File: src/rtl/led_pattern_gen_if.sv
// LED pattern generator control/status bundle.
// master drives mode/pause; slave (the generator) drives led/tick/mode_q.
interface led_pattern_gen_if #(
    parameter int LED_W = 16
);
    logic [1:0]       mode;
    logic             pause;
    logic [LED_W-1:0] led;
    logic             tick;
    logic [1:0]       mode_q;

    modport master (
        output mode,
        output pause,
        input  led,
        input  tick,
        input  mode_q
    );

    modport slave (
        input  mode,
        input  pause,
        output led,
        output tick,
        output mode_q
    );
endinterface

File: src/rtl/led_pattern_gen.sv
// Four-pattern LED animator stepped by a clock-enable divider.
// Optional LED_PATTERN_SYNC_EN: 2-flop synchronisers on mode and pause.
module led_pattern_gen #(
    parameter int LED_W    = 16,
    parameter int TICK_DIV = 8388608
) (
    input  logic              clk,
    input  logic              rst,
    led_pattern_gen_if.slave  bus
);
    localparam int CW = (TICK_DIV > 2) ? $clog2(TICK_DIV) : 1;
    localparam logic [CW-1:0]    LAST = CW'(TICK_DIV - 1);
    localparam logic [LED_W-1:0] MSB  = {1'b1, {(LED_W-1){1'b0}}};
    localparam logic [LED_W-1:0] LSB  = {{(LED_W-1){1'b0}}, 1'b1};
    localparam logic [LED_W-1:0] ONES = {LED_W{1'b1}};

    typedef enum logic {
        DIR_R = 1'b0,
        DIR_L = 1'b1
    } dir_t;

    logic [1:0] w_mode;
    logic       w_pause;

`ifdef LED_PATTERN_SYNC_EN
    logic [1:0] r_mode_s1;
    logic [1:0] r_mode_s2;
    logic       r_pause_s1;
    logic       r_pause_s2;

    always_ff @(posedge clk or posedge rst) begin
        if (rst) begin
            r_mode_s1  <= 2'b00;
            r_mode_s2  <= 2'b00;
            r_pause_s1 <= 1'b0;
            r_pause_s2 <= 1'b0;
        end else begin
            r_mode_s1  <= bus.mode;
            r_mode_s2  <= r_mode_s1;
            r_pause_s1 <= bus.pause;
            r_pause_s2 <= r_pause_s1;
        end
    end

    assign w_mode  = r_mode_s2;
    assign w_pause = r_pause_s2;
`else
    assign w_mode  = bus.mode;
    assign w_pause = bus.pause;
`endif

    logic [CW-1:0]    r_cnt;
    logic [LED_W-1:0] r_led;
    logic [1:0]       r_mode_q;
    logic             r_tick;
    dir_t             r_dir;

    logic             w_last;
    logic             w_step;
    logic [LED_W-1:0] w_shr;
    logic [LED_W-1:0] w_shl;
    logic [LED_W-1:0] w_next_led;
    logic [1:0]       w_next_mode;
    dir_t             w_next_dir;

    assign w_last = (r_cnt == LAST);
    assign w_step = w_last & ~w_pause;
    assign w_shr  = r_led >> 1;
    assign w_shl  = r_led << 1;

    // A mode change consumes the step as a reload, never as an advance.
    always_comb begin
        w_next_led  = r_led;
        w_next_mode = r_mode_q;
        w_next_dir  = r_dir;
        if (w_mode != r_mode_q) begin
            w_next_mode = w_mode;
            w_next_dir  = DIR_R;
            w_next_led  = (w_mode == 2'b01) ? LSB : MSB;
        end else begin
            case (r_mode_q)
                2'b00: w_next_led = (r_led == LSB) ? MSB : w_shr;
                2'b01: w_next_led = (r_led == MSB) ? LSB : w_shl;
                2'b10: begin
                    if (r_dir == DIR_R) begin
                        w_next_led = w_shr;
                        if (w_shr == LSB)
                            w_next_dir = DIR_L;
                    end else begin
                        w_next_led = w_shl;
                        if (w_shl == MSB)
                            w_next_dir = DIR_R;
                    end
                end
                default: w_next_led = (r_led == ONES) ? MSB
                                    : {1'b1, r_led[LED_W-1:1]};
            endcase
        end
    end

    always_ff @(posedge clk or posedge rst) begin
        if (rst) begin
            r_cnt    <= '0;
            r_led    <= MSB;
            r_mode_q <= 2'b00;
            r_tick   <= 1'b0;
            r_dir    <= DIR_R;
        end else begin
            r_tick <= w_step;
            if (!w_pause)
                r_cnt <= w_last ? '0 : r_cnt + 1'b1;
            if (w_step) begin
                r_led    <= w_next_led;
                r_mode_q <= w_next_mode;
                r_dir    <= w_next_dir;
            end
        end
    end

    assign bus.led    = r_led;
    assign bus.tick   = r_tick;
    assign bus.mode_q = r_mode_q;
endmodule
File: src/flat_wrapper.sv
// flat-port wrapper written by rule: the top's interface ports become plain ports
module led_pattern_gen_flat 
#(
    parameter int LED_W    = 16,
    parameter int TICK_DIV = 8388608
)
  (clk, rst, bus_mode, bus_pause, bus_led, bus_tick, bus_mode_q);
  led_pattern_gen_if #(.LED_W(LED_W)) bus_i ();
  input  logic clk;
  input  logic rst;
  input wire logic [$bits(bus_i.mode)-1:0] bus_mode;
  input wire logic [$bits(bus_i.pause)-1:0] bus_pause;
  output wire logic [$bits(bus_i.led)-1:0] bus_led;
  output wire logic [$bits(bus_i.tick)-1:0] bus_tick;
  output wire logic [$bits(bus_i.mode_q)-1:0] bus_mode_q;
  assign bus_i.mode = bus_mode;
  assign bus_i.pause = bus_pause;
  assign bus_led = bus_i.led;
  assign bus_tick = bus_i.tick;
  assign bus_mode_q = bus_i.mode_q;
  led_pattern_gen #(.LED_W(LED_W), .TICK_DIV(TICK_DIV)) u_core (.clk(clk), .rst(rst), .bus(bus_i));
endmodule
File: config.mk
export PLATFORM = sky130hd
export DESIGN_NAME = led_pattern_gen_flat
export DESIGN_NICKNAME = d
export VERILOG_FILES = /design/src/rtl/led_pattern_gen_if.sv /design/src/rtl/led_pattern_gen.sv /design/src/flat_wrapper.sv
export SDC_FILE = /design/constraint.sdc
export NUM_CORES = 1
export LEC_CHECK = 0
export BUFFER_PORTS_ARGS = -buffer_cell sky130_fd_sc_hd__clkbuf_2
export CORE_ASPECT_RATIO = 1.1
export CORE_UTILIZATION = 40
export DETAILED_ROUTE_END_ITERATION = 16
export PLACE_DENSITY_LB_ADDON = 0.05
export SETUP_SLACK_MARGIN = 0.15
export SYNTH_ARGS = -nofsm -noshare
export SYNTH_HDL_FRONTEND = slang
export SYNTH_SLANG_ARGS = --single-unit
File: constraint.sdc
create_clock -name clk -period 2.7 [get_ports clk]
set_clock_uncertainty 0.2 [all_clocks]
set_input_delay 0.135 -clock clk [delete_from_list [all_inputs] [get_ports clk]]
set_output_delay 0.135 -clock clk [all_outputs]
set_load 0.005 [all_outputs]
Word level (Yosys, flattened, before mapping)
Index checks and enable logic that the tools add are counted.

word-level totals
  output and inout port bits = 19
  register bits after elaboration = 43
  input port bits = 5
  word-level logic and storage cells = 35

cells by class
  bitwise gates (word level) = 2
  eq/ne operators = 10
  add/subtract/negate cells = 1
  multiplexer cells = 13
  reduce and logical (&&, ||, !) cells = 4

operators with widths
  cell                     count
  $mux W16                 5
  $pmux W16 S3             1
  $eq A16 B16 Y1 const B   2
  $add A23 B1 Y23 const B  1
  $eq A23 B23 Y1 const B   1
  $mux W23                 1
  $eq A16 B1 Y1 const B    1
  $eq A15 B1 Y1 const B    1
  $eq A15 B15 Y1 const B   1
  $mux W15                 1
  $mux W1                  5
  $eq A2 B1 Y1 const B     2
  $reduce_and A2 Y1        2
  $eq A2 B2 Y1 const B     1
  $logic_not A2 Y1         1
  $ne A2 B2 Y1             1
  $reduce_bool A2 Y1       1
  $and A1 B1 Y1            1
  $not A1 Y1               1

Logic depth before layout (Yosys ltp)
  depth after elaboration = 5
  mapped depth = 8
  gate-level depth less buffers = 6

Worst setup path before layout
Ideal clock, no wire load.

  path type = register -> register
  start point = reg u_core.r_cnt[0]
  end point = reg u_core.r_led[10] (netlist: u_core.bus.led[10])
  cell stages (with the launch flop) = 7
  buffers on the path = 1
  setup time = 0.125 ns
  clock period less this slack = 2.226 ns
  required time = 2.375 ns
  arrival = 1.901 ns
  setup slack = 0.474 ns
  path through = dfrtp_1 ha_1 nand3_1 or3_4 nor4_4 buf_8 mux2_4

between the ends
  longest elaborated chain between the ends = 2

ends and longest elaborated chain
  element                   RTL line                source
  start: declaration        led_pattern_gen.sv:52   logic [CW-1:0] r_cnt;
  start signal: assignment  led_pattern_gen.sv:111  r_cnt <= w_last ? '0 : r_cnt + 1'b1;
  $eq A23 B23 Y1            led_pattern_gen.sv:66   assign w_last = (r_cnt == LAST);
  $and A1 B1 Y1             led_pattern_gen.sv:67   assign w_step = w_last & ~w_pause;
  end signal: assignment    led_pattern_gen.sv:113  r_led <= w_next_led;
  end: declaration          led_pattern_gen.sv:53   logic [LED_W-1:0] r_led;

No other way between the ends.
A chain may end at the register's enable or synchronous reset.

Worst setup path after layout
  start point = reg u_core.r_cnt[0]
  end point = reg u_core.r_led[0] (netlist: u_core.bus.led[0])

Same word-level chain as after synthesis.

==> impl_results.md <==
* First-pass iteration count of the detailed router at 6
* Crit path max-delay family: simple AND/OR/NAND/NOR gates
* RSZ-0062 raised after global routing: false
* Initial drt markers at 103
* DRC Markers at 0
* Most common library cells after synthesis: dfrtp_1, nor2_1, xnor2_1
* Number of hold violations in the final report at 0
* Clock sinks at 43
* Arrival time at the worst endpoint at 2.32 ns
* Post-DP Area at 0.00276 sq mm
* Type of the worst setup path: register to register
* Warning count from the yosys run at 0
* Buffer cell driving the clock tree root: clkbuf_8
* Total of max-cap violations at 0
* DIE WIDTH at 78.0 um
* Average vias per placed instance at 5.57
* Outcome: finished clean
* Max VDD drop at 0.195 mV
* Path class of the lowest-slack min-delay path: register to register
* Share of Yosys cell area claimed by the top area cell type at 41.4%
* Initial Util at 41.3%
* Post-synthesis average cell area at 9.84 sq um
* Share of post-route cells with drive strength above 1 at 25.9%
* Share of synthesized area occupied by flip-flops and latches at 42.4%
* Antenna-violating nets left at 0
* Number of global-route vias before repair at 2037
* Maximum cell stage delay along the critical path at 0.40 ns
* Placement Rows at 30
* Final setup vio count at 0
* #FFs+latches synth at 43
* Met3 Usage GRT at 3.19%
* TritonCTS clock tree: built
* Fin util at 47.7%
* Post-Route Setup TNS at 0 ns
* Cell with the most instances after synthesis: dfrtp_1
* Syn nets at 264
* Inserted Clock Buffers at 5
* Clock latency on the worst-skew pair at 0.30 ns
* Clock edge transition at the registers on the reported setup and hold paths at 0.09 ns
* Antenna Cells at 0
* Post-Route WL at 5.84 mm
* Critical path cell sequence: ha_1 > nand3_1 > or3_4 > nor4_4 > buf_4 > mux2_2
* Setup crit start kind: register
* Maximum number of pins on one net before global-route repair at 44
* Share of async-settable or async-resettable flops after synthesis at 100%
* Met1 Use GR at 23.9%
* Synth-to-Final Area Change at 15.6%
* Worst-case headroom to the max-slew limit at 37.1%
* Busiest metal layer after global routing: met2
* Final cycle utilization of the critical path at 86.5%
* Met2 demand-to-capacity share in global routing at 34.4%
* # H-tree levels at 2
* CTS Buffer Depth at 2
* Static leakage at 1.29 nW
* Post-synthesis cell area at 0.00254 sq mm
* Highest net fanout along the worst path at 17
* Routed len/inst at 15.8 um
* Number of I/O port buffers at 23
* Library cells used by synthesis at 52
* Nets@finish at 295
* Via total after detailed routing at 2060
* Top flip-flop cell by instance count after synthesis: dfrtp_1
* Max Clk Rate at 428 MHz
* Total global-route track usage at 19.4%
* Critical path's slowest cell: dfrtp_1
* Global-route wire length before repair at 10.2 mm
* Post-route cell area at 0.00294 sq mm
* GRT Residual Overflow at 0
* Post-synthesis cell count at 258
* Count of pins on the block boundary at 24
* Routability cong. at 0.768
* Number of enable flip-flop cells after synthesis at 0
* Top cell type by total area after synthesis: dfrtp_1
* Slew Limit Fails at 0
* Worst Max-Slew Pin Slew at 0.942 ns
* Core area at 0.00616 sq mm
* Power per cell area at 544 mW/mm^2
* Top area cells in the synthesized netlist: dfrtp_1, mux2_4, nor2_1, xnor2_1, a31oi_1
* Dpl hpwl at 3.84 mm
* Die Y-Extent at 85.6 um
* CP bufs+invs at 1
* Required time of the worst setup path at 2.68 ns
* Die footprint at 0.00667 sq mm
* Antenna violations before repair at 0
* Final critical delay including setup and external delays at 2.33 ns
* Kind of end point of the critical path: register
-- registers in the layout, indices dropped and copies added, names as in the netlist --
| signal | flops |
|---|---|
| u_core.r_dir | 1 |
| u_core.bus.led | 16 |
| u_core.r_cnt | 23 |
| u_core.bus.tick | 1 |
| u_core.bus.mode_q | 2 |
-- final timing paths --
check	start	end	slack [ns]	depth (start not counted)
max in group asynchronous	rst	u_core.r_dir$_DFFE_PP0P_	1.33	3
min in group asynchronous	rst	u_core.r_cnt[5]$_DFFE_PP0N_	0.39	3
setup reg to reg	u_core.r_cnt[0]$_DFFE_PP0N_	u_core.bus.led[0]$_DFFE_PP0P_	0.37	6
hold / removal	u_core.r_cnt[10]$_DFFE_PP0N_	u_core.r_cnt[10]$_DFFE_PP0N_	0.27	1
setup / recovery	u_core.r_cnt[0]$_DFFE_PP0N_	u_core.bus.led[0]$_DFFE_PP0P_	0.37	6
hold reg to reg	u_core.r_cnt[10]$_DFFE_PP0N_	u_core.r_cnt[10]$_DFFE_PP0N_	0.27	1
-- stage by stage --
step                      cells  hold slack, ns  setup slack [ns]  power, mW
after global routing        370           0.297             0.244       1.67
after detailed placement    358           0.195             0.242      0.993
final                       370           0.271             0.365       1.60
after CTS                   370           0.278             0.227       1.61
after floorplan             258          0.0830             0.474      0.922
after global placement      358           0.181             0.251      0.992
-- cell usage in the layout, fill, tap and decap left out, types with 4 or more instances in the layout --
cell type / instances
clkbuf_2: 23
dfrtp_1: 42
inv_1: 8
mux2_2: 7
buf_4: 14
nor2_1: 37
clkbuf_8: 5
nand2_1: 14
o21ai_0: 4
nand4_1: 13
a31oi_1: 14
dlygate4sd3_1: 4
xor2_1: 7
xnor2_1: 15
o22ai_1: 14
nand3_1: 7
nand2b_1: 4
mux2_4: 12
-- per-layer routing --
layer	up-vias	wire [um]
met5	-	0
met4	0	60
met3	6	140
met2	31	2980
met1	1024	2660
li1	999	-
-- report_power, final --
| part | switching, mW | total [mW] | internal, mW |
|---|---|---|---|
| registers | 0.0691 | 0.765 | 0.696 |
| logic | 0.115 | 0.222 | 0.107 |
| clock network | 0.240 | 0.610 | 0.370 |
-- area by class of cell --
| class | instances | area [sq um] |
|---|---|---|
| Fill cell | 624 | 3220 |
| Multi-Input combinational cell | 189 | 1330 |
| Sequential cell | 43 | 1080 |
| Timing Repair Buffer | 41 | 260 |
| Tap cell | 80 | 100 |
| Clock buffer | 6 | 72.6 |
| Clock inverter | 2 | 60.1 |
| Inverter | 9 | 33.8 |
-- cells by family (layout without fill, tap and decap cells) --
group / count (synthesis) / count (layout) / synth area share, %
muxes: 19 / 19 / 10.2
xor gates and xnor gates: 22 / 22 / 7.59
AOI/OAI and AO/OA: 49 / 49 / 13.3
adders and majority gates: 1 / 1 / 0.493
DFF: 43 / 43 / 42.4
and+or+nand+nor: 98 / 98 / 20.6
buffers and inverters: 26 / 58 / 5.32
-- timing repair --
action / CTS / global route
resized for setup: 0 / 1
hold buffers: 4 / 0
setup buffers: 0 / 0
endpoints found under the setup margin: 0 / 1
endpoints found under the hold margin: 46 / 0
(Power assumes the default switching activity.)
